### config.mk
export PLATFORM = sky130hd
export DESIGN_NAME = dcache_ctrl_flat
export DESIGN_NICKNAME = d
export VERILOG_FILES = /design/src/rtl/dcache_ctrl_pkg.sv /design/src/rtl/dcache_ctrl_if.sv /design/src/rtl/dcache_array.sv /design/src/rtl/dcache_ctrl.sv /design/src/flat_wrapper.sv
export SDC_FILE = /design/constraint.sdc
export NUM_CORES = 2
export LEC_CHECK = 0
export CAP_MARGIN = 0
export CORE_MARGIN = 2
export CORE_UTILIZATION = 30
export CTS_CLUSTER_DIAMETER = 120
export DETAILED_ROUTE_END_ITERATION = 16
export PLACE_DENSITY = 0.51
export SETUP_SLACK_MARGIN = 0.3
export SYNTH_ARGS = -nofsm -noshare
export SYNTH_HDL_FRONTEND = slang
export SYNTH_SLANG_ARGS = --single-unit
### constraint.sdc
create_clock -name clk -period 10.4 [get_ports clk]
set_input_delay 1.56 -clock clk [delete_from_list [all_inputs] [get_ports clk]]
set_output_delay 1.56 -clock clk [all_outputs]
set_load 0.02 [all_outputs]
### src/rtl/dcache_ctrl_pkg.sv
// Shared definitions for the direct-mapped write-back data cache controller:
// FSM state encoding and address field positions.
package dcache_ctrl_pkg;

   localparam int unsigned LINE_WORDS  = 4;
   localparam int unsigned OFFSET_BITS = 3;
   localparam int unsigned WORD_LSB    = 1;
   localparam int unsigned WORD_BITS   = 2;
   localparam int unsigned IDX_LSB     = OFFSET_BITS;
   localparam int unsigned RCV_BITS    = 3;

   typedef enum logic [2:0] {
      IDLE,
      WRBACK,
      ALLOC,
      FILL,
      DONE
   } state_e;

endpackage

### src/rtl/dcache_ctrl_if.sv
// Bundle of pipeline-side request/response and main-memory signals; the cache
// is the slave of the pipeline and master of memory, the bench uses the other view.
interface dcache_ctrl_if;

   logic [15:0] Addr;
   logic [15:0] DataIn;
   logic        Rd;
   logic        Wr;
   logic [15:0] DataOut;
   logic        Done;
   logic        Stall;
   logic        CacheHit;
   logic        err;
   logic [15:0] mem_addr;
   logic [15:0] mem_wdata;
   logic        mem_wr;
   logic        mem_rd;
   logic [15:0] mem_rdata;
   logic        mem_rvalid;

   modport slave (
      input  Addr, DataIn, Rd, Wr, mem_rdata, mem_rvalid,
      output DataOut, Done, Stall, CacheHit, err,
             mem_addr, mem_wdata, mem_wr, mem_rd
   );

   modport master (
      output Addr, DataIn, Rd, Wr, mem_rdata, mem_rvalid,
      input  DataOut, Done, Stall, CacheHit, err,
             mem_addr, mem_wdata, mem_wr, mem_rd
   );

endinterface

### src/rtl/dcache_array.sv
// Tag/valid/dirty/data storage: one combinational read port, one synchronous
// write port (word write and/or tag install); rst clears all valid and dirty bits.
module dcache_array
   import dcache_ctrl_pkg::*;
#(
   parameter int unsigned IDX_BITS = 5,
   parameter int unsigned TAG_BITS = 16 - OFFSET_BITS - IDX_BITS
) (
   input  logic                 clk,
   input  logic                 rst,
   input  logic [IDX_BITS-1:0]  rd_idx,
   input  logic [WORD_BITS-1:0] rd_word,
   output logic [15:0]          rd_data,
   output logic [TAG_BITS-1:0]  rd_tag,
   output logic                 rd_valid,
   output logic                 rd_dirty,
   input  logic                 wr_en,
   input  logic [IDX_BITS-1:0]  wr_idx,
   input  logic [WORD_BITS-1:0] wr_word,
   input  logic [15:0]          wr_data,
   input  logic                 wr_dirty,
   input  logic                 inst_en,
   input  logic [TAG_BITS-1:0]  inst_tag
);

   localparam int unsigned LINES = 1 << IDX_BITS;

   logic [15:0]         data_q  [LINES][LINE_WORDS];
   logic [15:0]         data_d  [LINES][LINE_WORDS];
   logic [TAG_BITS-1:0] tag_q   [LINES];
   logic [TAG_BITS-1:0] tag_d   [LINES];
   logic [LINES-1:0]    valid_q, valid_d;
   logic [LINES-1:0]    dirty_q, dirty_d;

   assign rd_data  = data_q[rd_idx][rd_word];
   assign rd_tag   = tag_q[rd_idx];
   assign rd_valid = valid_q[rd_idx];
   assign rd_dirty = dirty_q[rd_idx];

   always_comb begin
      data_d  = data_q;
      tag_d   = tag_q;
      valid_d = valid_q;
      dirty_d = dirty_q;
      if (wr_en) begin
         data_d[wr_idx][wr_word] = wr_data;
         if (wr_dirty) dirty_d[wr_idx] = 1'b1;
      end
      // A fill's last word and the tag install land in the same cycle.
      if (inst_en) begin
         tag_d[wr_idx]   = inst_tag;
         valid_d[wr_idx] = 1'b1;
         dirty_d[wr_idx] = 1'b0;
      end
   end

   always_ff @(posedge clk) begin
      data_q <= data_d;
      tag_q  <= tag_d;
      if (rst) begin
         valid_q <= '0;
         dirty_q <= '0;
      end else begin
         valid_q <= valid_d;
         dirty_q <= dirty_d;
      end
   end

endmodule

### src/rtl/dcache_ctrl.sv
// Direct-mapped, write-back, write-allocate data cache controller producing the
// memory-stage stall and sequencing victim writeback and line fill.
module dcache_ctrl
   import dcache_ctrl_pkg::*;
#(
   parameter int unsigned IDX_BITS = 5,
   parameter int unsigned TAG_BITS = 16 - OFFSET_BITS - IDX_BITS
) (
   input logic          clk,
   input logic          rst,
   dcache_ctrl_if.slave bus
);

   localparam int unsigned TAG_LSB = IDX_LSB + IDX_BITS;

   state_e               state_q, state_d;
   logic [WORD_BITS-1:0] cnt_q, cnt_d;
   logic [RCV_BITS-1:0]  rcv_q, rcv_d;
   logic                 ign_rv_q, ign_rv_d;
   logic [TAG_BITS-1:0]  lat_tag_q, lat_tag_d;
   logic [IDX_BITS-1:0]  lat_idx_q, lat_idx_d;
   logic [WORD_BITS-1:0] lat_word_q, lat_word_d;
   logic [15:0]          lat_data_q, lat_data_d;
   logic                 lat_wr_q, lat_wr_d;

   logic [TAG_BITS-1:0]  req_tag;
   logic [IDX_BITS-1:0]  req_idx;
   logic [WORD_BITS-1:0] req_word;
   logic                 req, bad;

   logic [IDX_BITS-1:0]  arr_idx, wr_idx;
   logic [WORD_BITS-1:0] arr_word, wr_word;
   logic [15:0]          arr_data, wr_data;
   logic [TAG_BITS-1:0]  arr_tag;
   logic                 arr_valid, arr_dirty;
   logic                 wr_en, wr_dirty, inst_en;

   logic                 done, stall, hit_o, err_o, mem_wr, mem_rd;
   logic [15:0]          data_out, mem_addr, mem_wdata;

   assign req_tag  = bus.Addr[TAG_LSB +: TAG_BITS];
   assign req_idx  = bus.Addr[IDX_LSB +: IDX_BITS];
   assign req_word = bus.Addr[WORD_LSB +: WORD_BITS];
   assign req      = bus.Rd | bus.Wr;
   assign bad      = (bus.Rd & bus.Wr) | (req & bus.Addr[0]);

   dcache_array #(
      .IDX_BITS (IDX_BITS),
      .TAG_BITS (TAG_BITS)
   ) u_array (
      .clk      (clk),
      .rst      (rst),
      .rd_idx   (arr_idx),
      .rd_word  (arr_word),
      .rd_data  (arr_data),
      .rd_tag   (arr_tag),
      .rd_valid (arr_valid),
      .rd_dirty (arr_dirty),
      .wr_en    (wr_en),
      .wr_idx   (wr_idx),
      .wr_word  (wr_word),
      .wr_data  (wr_data),
      .wr_dirty (wr_dirty),
      .inst_en  (inst_en),
      .inst_tag (lat_tag_q)
   );

   always_comb begin
      state_d    = state_q;
      cnt_d      = cnt_q;
      rcv_d      = rcv_q;
      ign_rv_d   = ign_rv_q;
      lat_tag_d  = lat_tag_q;
      lat_idx_d  = lat_idx_q;
      lat_word_d = lat_word_q;
      lat_data_d = lat_data_q;
      lat_wr_d   = lat_wr_q;
      arr_idx    = lat_idx_q;
      arr_word   = lat_word_q;
      wr_en      = 1'b0;
      wr_idx     = lat_idx_q;
      wr_word    = lat_word_q;
      wr_data    = lat_data_q;
      wr_dirty   = 1'b0;
      inst_en    = 1'b0;
      done       = 1'b0;
      stall      = 1'b0;
      hit_o      = 1'b0;
      err_o      = 1'b0;
      data_out   = '0;
      mem_addr   = '0;
      mem_wdata  = '0;
      mem_wr     = 1'b0;
      mem_rd     = 1'b0;

      // Returns are counted in issue order; the 4th installs the line.
      if (bus.mem_rvalid) begin
         if ((state_q inside {ALLOC, FILL}) && (rcv_q != RCV_BITS'(LINE_WORDS))) begin
            wr_en   = 1'b1;
            wr_word = rcv_q[WORD_BITS-1:0];
            wr_data = bus.mem_rdata;
            inst_en = (rcv_q == RCV_BITS'(LINE_WORDS - 1));
            rcv_d   = rcv_q + 1'b1;
         end else if (!ign_rv_q) begin
            err_o = 1'b1;
         end
      end

      case (state_q)
         IDLE: begin
            arr_idx  = req_idx;
            arr_word = req_word;
            if (bad) begin
               err_o = 1'b1;
            end else if (req) begin
               if (arr_valid && (arr_tag == req_tag)) begin
                  done     = 1'b1;
                  hit_o    = 1'b1;
                  data_out = arr_data;
                  if (bus.Wr) begin
                     wr_en    = 1'b1;
                     wr_idx   = req_idx;
                     wr_word  = req_word;
                     wr_data  = bus.DataIn;
                     wr_dirty = 1'b1;
                  end
               end else begin
                  stall      = 1'b1;
                  lat_tag_d  = req_tag;
                  lat_idx_d  = req_idx;
                  lat_word_d = req_word;
                  lat_data_d = bus.DataIn;
                  lat_wr_d   = bus.Wr;
                  cnt_d      = '0;
                  rcv_d      = '0;
                  state_d    = (arr_valid && arr_dirty) ? WRBACK : ALLOC;
               end
            end
         end
         WRBACK: begin
            stall     = 1'b1;
            arr_word  = cnt_q;
            mem_wr    = 1'b1;
            mem_addr  = {arr_tag, lat_idx_q, cnt_q, 1'b0};
            mem_wdata = arr_data;
            cnt_d     = cnt_q + 1'b1;
            if (cnt_q == WORD_BITS'(LINE_WORDS - 1)) state_d = ALLOC;
         end
         ALLOC: begin
            stall    = 1'b1;
            mem_rd   = 1'b1;
            mem_addr = {lat_tag_q, lat_idx_q, cnt_q, 1'b0};
            cnt_d    = cnt_q + 1'b1;
            if (cnt_q == WORD_BITS'(LINE_WORDS - 1)) state_d = FILL;
         end
         FILL: begin
            stall = 1'b1;
            if (rcv_d == RCV_BITS'(LINE_WORDS)) state_d = DONE;
         end
         DONE: begin
            done     = 1'b1;
            data_out = arr_data;
            if (lat_wr_q) begin
               wr_en    = 1'b1;
               wr_dirty = 1'b1;
            end
            state_d = IDLE;
         end
         default: state_d = IDLE;
      endcase

      // Returns still in flight from before a reset are dropped until a new fill starts.
      if ((state_d == ALLOC) && (state_q != ALLOC)) ign_rv_d = 1'b0;
   end

   always_ff @(posedge clk) begin
      if (rst) begin
         state_q    <= IDLE;
         cnt_q      <= '0;
         rcv_q      <= '0;
         ign_rv_q   <= 1'b1;
         lat_tag_q  <= '0;
         lat_idx_q  <= '0;
         lat_word_q <= '0;
         lat_data_q <= '0;
         lat_wr_q   <= 1'b0;
      end else begin
         state_q    <= state_d;
         cnt_q      <= cnt_d;
         rcv_q      <= rcv_d;
         ign_rv_q   <= ign_rv_d;
         lat_tag_q  <= lat_tag_d;
         lat_idx_q  <= lat_idx_d;
         lat_word_q <= lat_word_d;
         lat_data_q <= lat_data_d;
         lat_wr_q   <= lat_wr_d;
      end
   end

   assign bus.DataOut   = data_out;
   assign bus.Done      = done;
   assign bus.Stall     = stall;
   assign bus.CacheHit  = hit_o;
   assign bus.err       = err_o;
   assign bus.mem_addr  = mem_addr;
   assign bus.mem_wdata = mem_wdata;
   assign bus.mem_wr    = mem_wr;
   assign bus.mem_rd    = mem_rd;

endmodule

### src/flat_wrapper.sv
// flat-port wrapper written by rule: the top's interface ports become plain ports
module dcache_ctrl_flat import dcache_ctrl_pkg::*;
#(
   parameter int unsigned IDX_BITS = 5,
   parameter int unsigned TAG_BITS = 16 - OFFSET_BITS - IDX_BITS
)
  (clk, rst, bus_Addr, bus_DataIn, bus_Rd, bus_Wr, bus_mem_rdata, bus_mem_rvalid, bus_DataOut, bus_Done, bus_Stall, bus_CacheHit, bus_err, bus_mem_addr, bus_mem_wdata, bus_mem_wr, bus_mem_rd);
  dcache_ctrl_if bus_i ();
  input logic clk;
  input logic rst;
  input wire logic [$bits(bus_i.Addr)-1:0] bus_Addr;
  input wire logic [$bits(bus_i.DataIn)-1:0] bus_DataIn;
  input wire logic [$bits(bus_i.Rd)-1:0] bus_Rd;
  input wire logic [$bits(bus_i.Wr)-1:0] bus_Wr;
  input wire logic [$bits(bus_i.mem_rdata)-1:0] bus_mem_rdata;
  input wire logic [$bits(bus_i.mem_rvalid)-1:0] bus_mem_rvalid;
  output wire logic [$bits(bus_i.DataOut)-1:0] bus_DataOut;
  output wire logic [$bits(bus_i.Done)-1:0] bus_Done;
  output wire logic [$bits(bus_i.Stall)-1:0] bus_Stall;
  output wire logic [$bits(bus_i.CacheHit)-1:0] bus_CacheHit;
  output wire logic [$bits(bus_i.err)-1:0] bus_err;
  output wire logic [$bits(bus_i.mem_addr)-1:0] bus_mem_addr;
  output wire logic [$bits(bus_i.mem_wdata)-1:0] bus_mem_wdata;
  output wire logic [$bits(bus_i.mem_wr)-1:0] bus_mem_wr;
  output wire logic [$bits(bus_i.mem_rd)-1:0] bus_mem_rd;
  assign bus_i.Addr = bus_Addr;
  assign bus_i.DataIn = bus_DataIn;
  assign bus_i.Rd = bus_Rd;
  assign bus_i.Wr = bus_Wr;
  assign bus_i.mem_rdata = bus_mem_rdata;
  assign bus_i.mem_rvalid = bus_mem_rvalid;
  assign bus_DataOut = bus_i.DataOut;
  assign bus_Done = bus_i.Done;
  assign bus_Stall = bus_i.Stall;
  assign bus_CacheHit = bus_i.CacheHit;
  assign bus_err = bus_i.err;
  assign bus_mem_addr = bus_i.mem_addr;
  assign bus_mem_wdata = bus_i.mem_wdata;
  assign bus_mem_wr = bus_i.mem_wr;
  assign bus_mem_rd = bus_i.mem_rd;
  dcache_ctrl #(.IDX_BITS(IDX_BITS), .TAG_BITS(TAG_BITS)) u_core (.clk(clk), .rst(rst), .bus(bus_i));
endmodule
==> reports/summary.txt <==
initial antenna violation count = 9
clock sinks = 2409
Buffers on Ports = 105
mux cell area share after synthesis = 0.02267
total negative slack = 0 ps
# setup viols final = 0
Post-CTS Resized = 0
global-route wire length before repair = 450.9 mm
Avg WL per Cell = 25.11 µm
Setup crit end kind = output port
overall routed net length = 313.5 mm
Async SR Flop Fraction = 0
via count = 66080
Data required, critical path = 8840 ps
Worst EP arrival = 7750 ps
die width = 579.6 µm
CTS Root Cell = clkbuf_16
HP Class = reg2reg
# IOs = 107
pin count of the biggest net entering global routing = 153
CTS Hold Buffers Added = 0
Die Area = 336000 µm²
Max Clk Rate = 107.4 MHz
Synth Area in XOR/XNOR = 0.0004279
clock skew = 97.39 ps
Synth Area in Compound Gates = 0.08490
CP Launch Type = primary input
Rows = 211
Post-synth EDFFs = 2304
GP Congestion = 0.8763
maximum VDD drop = 0.0001304 V
Core Area = 330000 µm²
Initial Util = 0.3012
post-synth cell types = 85
Post-route DRC = 0
router iterations before antenna repair = 6
clock buffer count from CTS = 272
main area contributors after synthesis = edfxtp_1 (70%), nand2_1 (8.4%), a311oi_1 (2.9%), and3_1 (2.6%), dfxtp_1 (2.1%)
sequential area share after synthesis = 0.7171
Leak = 0.03901 µW
Hold Path End = u_core.ign_rv_q$_SDFFE_PP1P_
overall routing resource usage = 0.1794
vias per inst = 5.293
Hold Violations, Final = 0
critical hold path startpoint = u_core.ign_rv_q$_SDFFE_PP1P_
Top FF cell, synth = edfxtp_1
DR iter-0 viols = 7088
Filler Cell Count = 32000
synthesized-area fraction occupied by adder cells = 0.0005035
Worst slew margin = 0.1147
Yosys warning total = 0
Cells on Worst Hold Path = 2
CTS max path bufs = 4
post-layout minimum cycle time = 9307 ps
Synth Cell Area = 99410 µm²
clock transition at the registers of the reported paths = 60 ps
vias in the first global route = 62350
Reg2Reg Setup Slack = 2670 ps
CTS tree = built
Reg-to-Reg End = u_core.u_array.data_q[807]$_DFFE_PP_
period utilization = 0.8949
Synth-to-Final Area Change = 15.93%
postcts setup bufs = 0
Yosys reg bits = 2409
Max FO, Critical Path = 87
biggest area consumer among synthesized cells = edfxtp_1
layout cells sized above 1 = 0.1012
Post-Syn Instances = 7817
MaxCap Viol Count = 0
worst-skew pair later-pin latency = 880 ps
Routed Antenna Nets = 0
Synthesized Nets = 7874
H-Tree Level Count = 5
Setup CP Type = in2out
footprint of the multi-input gates = 26110 µm²
power per standard cell area = 202.4 nW/µm²
CP startpoint = bus_Addr[3]
sequential cell area = 71290 µm²
area fraction of the dominant cell type after synthesis = 0.6960
RSZ-0062 raised after global routing = no
post-DP HPWL = 178.7 mm
nets = 7967
post-synthesis simple-gate area fraction = 0.1501
reg2reg path depth = 17
Worst Tran Pin Value = 1328 ps
Die H = 579.6 µm
post-layout util = 0.3492
Final Slew Violations = 0
total gr overflow = 0
reg2reg start = u_core.state_q[0]$_SDFF_PP0_
status = finished, final reports clean
combinational family with the most area after synthesis = simple AND/OR/NAND/NOR gates
Avg Synthesized Cell Area = 12.72 µm²
report_power, final:
group | switching [µW] | total, µW | internal (µW)
Combinational | 2480 | 3390 | 906
Sequential | 18.9 | 10800 | 10800
Clock | 3880 | 9140 | 5260
metrics by stage:
| step | hold WS, ps | std cells | worst slack [ps] | total power, µW | cell area (µm²) |
|---|---|---|---|---|---|
| after floorplan | 426.7 | 7817 | 1435 | 12930 | 99410 |
| after global placement | 437.7 | 12000 | 1350 | 14360 | 106900 |
| after detailed placement | 443.1 | 12000 | 1218 | 14380 | 106900 |
| after CTS | 450.0 | 12480 | 1198 | 23510 | 115200 |
| after global routing | 454.7 | 12480 | 858.5 | 24080 | 115200 |
| final | 449.3 | 12490 | 1093 | 23330 | 115200 |
cell usage after synthesis, types with 6 or more instances:
library cell  number
nand2b_1          13
a32oi_1           16
o211ai_1           7
nor2b_1           29
a211o_1            6
mux2_2            31
o22ai_1           18
nor3_2             6
buf_1             47
mux4_2            27
edfxtp_1        2304
inv_1              6
nand3_1          306
dfxtp_1          105
a211oi_1         220
buf_4             12
a31oi_1          209
nor2_1           242
buf_2             71
o31ai_1            6
mux2i_1          128
clkbuf_1         459
and2_1            54
a21o_1            18
a311oi_1         331
and3_1           419
a2111oi_0          6
nand2_1         2225
nor3_1            83
o21ai_0           44
a21oi_1          250
placed cells by master, fill, tap and decap left out, drive strengths merged, types with 6 or more instances in the layout:
cell type      count
a2111oi            7
a211o              6
a211oi           221
a21o              18
a21oi            250
a311oi           331
a31oi            209
a32oi             16
and2              55
and3             419
buf              310
bufinv            12
clkbuf           345
clkdlybuf4s50    103
clkinv           105
dfxtp            105
diode              6
edfxtp          2304
inv               16
mux2              32
mux2i            128
mux4              27
nand2           2226
nand2b            13
nand3            306
nand4              6
nor2             244
nor2b             29
nor3              90
nor4               8
o211ai             7
o21ai             50
o22ai             18
o31ai             10
or4                6
routing by layer:
metal,vias to the layer above,track usage,share of wire
met4,0,0.05476,0.030
met5,-,0,0
met3,486,0.02838,0.075
met1,33550,0.2569,0.44
met2,2718,0.2785,0.45
li1,29320,-,-
registers in the layout, summed over array words and instances, names as in the netlist:
name	count
u_core.lat_idx_q	5
u_core.u_array.tag_q	256
u_core.state_q	3
u_core.ign_rv_q	1
u_core.lat_wr_q	1
u_core.cnt_q	2
u_core.rcv_q	3
u_core.lat_tag_q	8
u_core.u_array.data_q	2048
u_core.u_array.valid_q	32
u_core.lat_word_q	2
u_core.lat_data_q	16
u_core.u_array.dirty_q	32
worst max-delay path by stage:
stage	to	slack [ps]	cells after the start
floorplan	u_core.u_array.data_q[1003]$_DFFE_PP_	1440	14
global placement	bus_DataOut[0]	1350	16
detailed placement	bus_DataOut[12]	1220	16
CTS	bus_DataOut[12]	1200	17
global route	bus_DataOut[12]	860	16
finish	bus_DataOut[12]	1090	16
worst max-delay path, cell delays in order:
cell,delay (ps)
buf_4,460
or4b_1,610
nand2_8,560
buf_12,400
nand2_1,120
a32oi_1,240
and3_1,200
nor4_1,60
buf_4,160
or4_1,600
nor4_2,610
a21oi_1,220
nor3_4,480
buf_4,350
and2_1,180
clkdlybuf4s50_1,620
cell type report:
| type | instances | area share |
|---|---|---|
| antenna | 6 | 0.0001303 |
| sequential | 2409 | 0.6186 |
| timing repair buffer | 413 | 0.03511 |
| inverter | 6 | 0.0001954 |
| clock inverter | 132 | 0.008740 |
| clock buffer | 345 | 0.06325 |
| multi-input combinational | 4808 | 0.2266 |
| tap | 4366 | 0.04740 |
logic make-up (layout without fill, tap and decap cells):
logic type      count (synthesis)  after routing
mux                           187            187
fa+ha+maj                       4              4
buf+inv                       600            896
xor+xnor                        4              4
flops                        2409           2409
other cells                     1              7
compound gates               1185           1185
simple gates                 3427           3427
(Power assumes the default switching activity.)
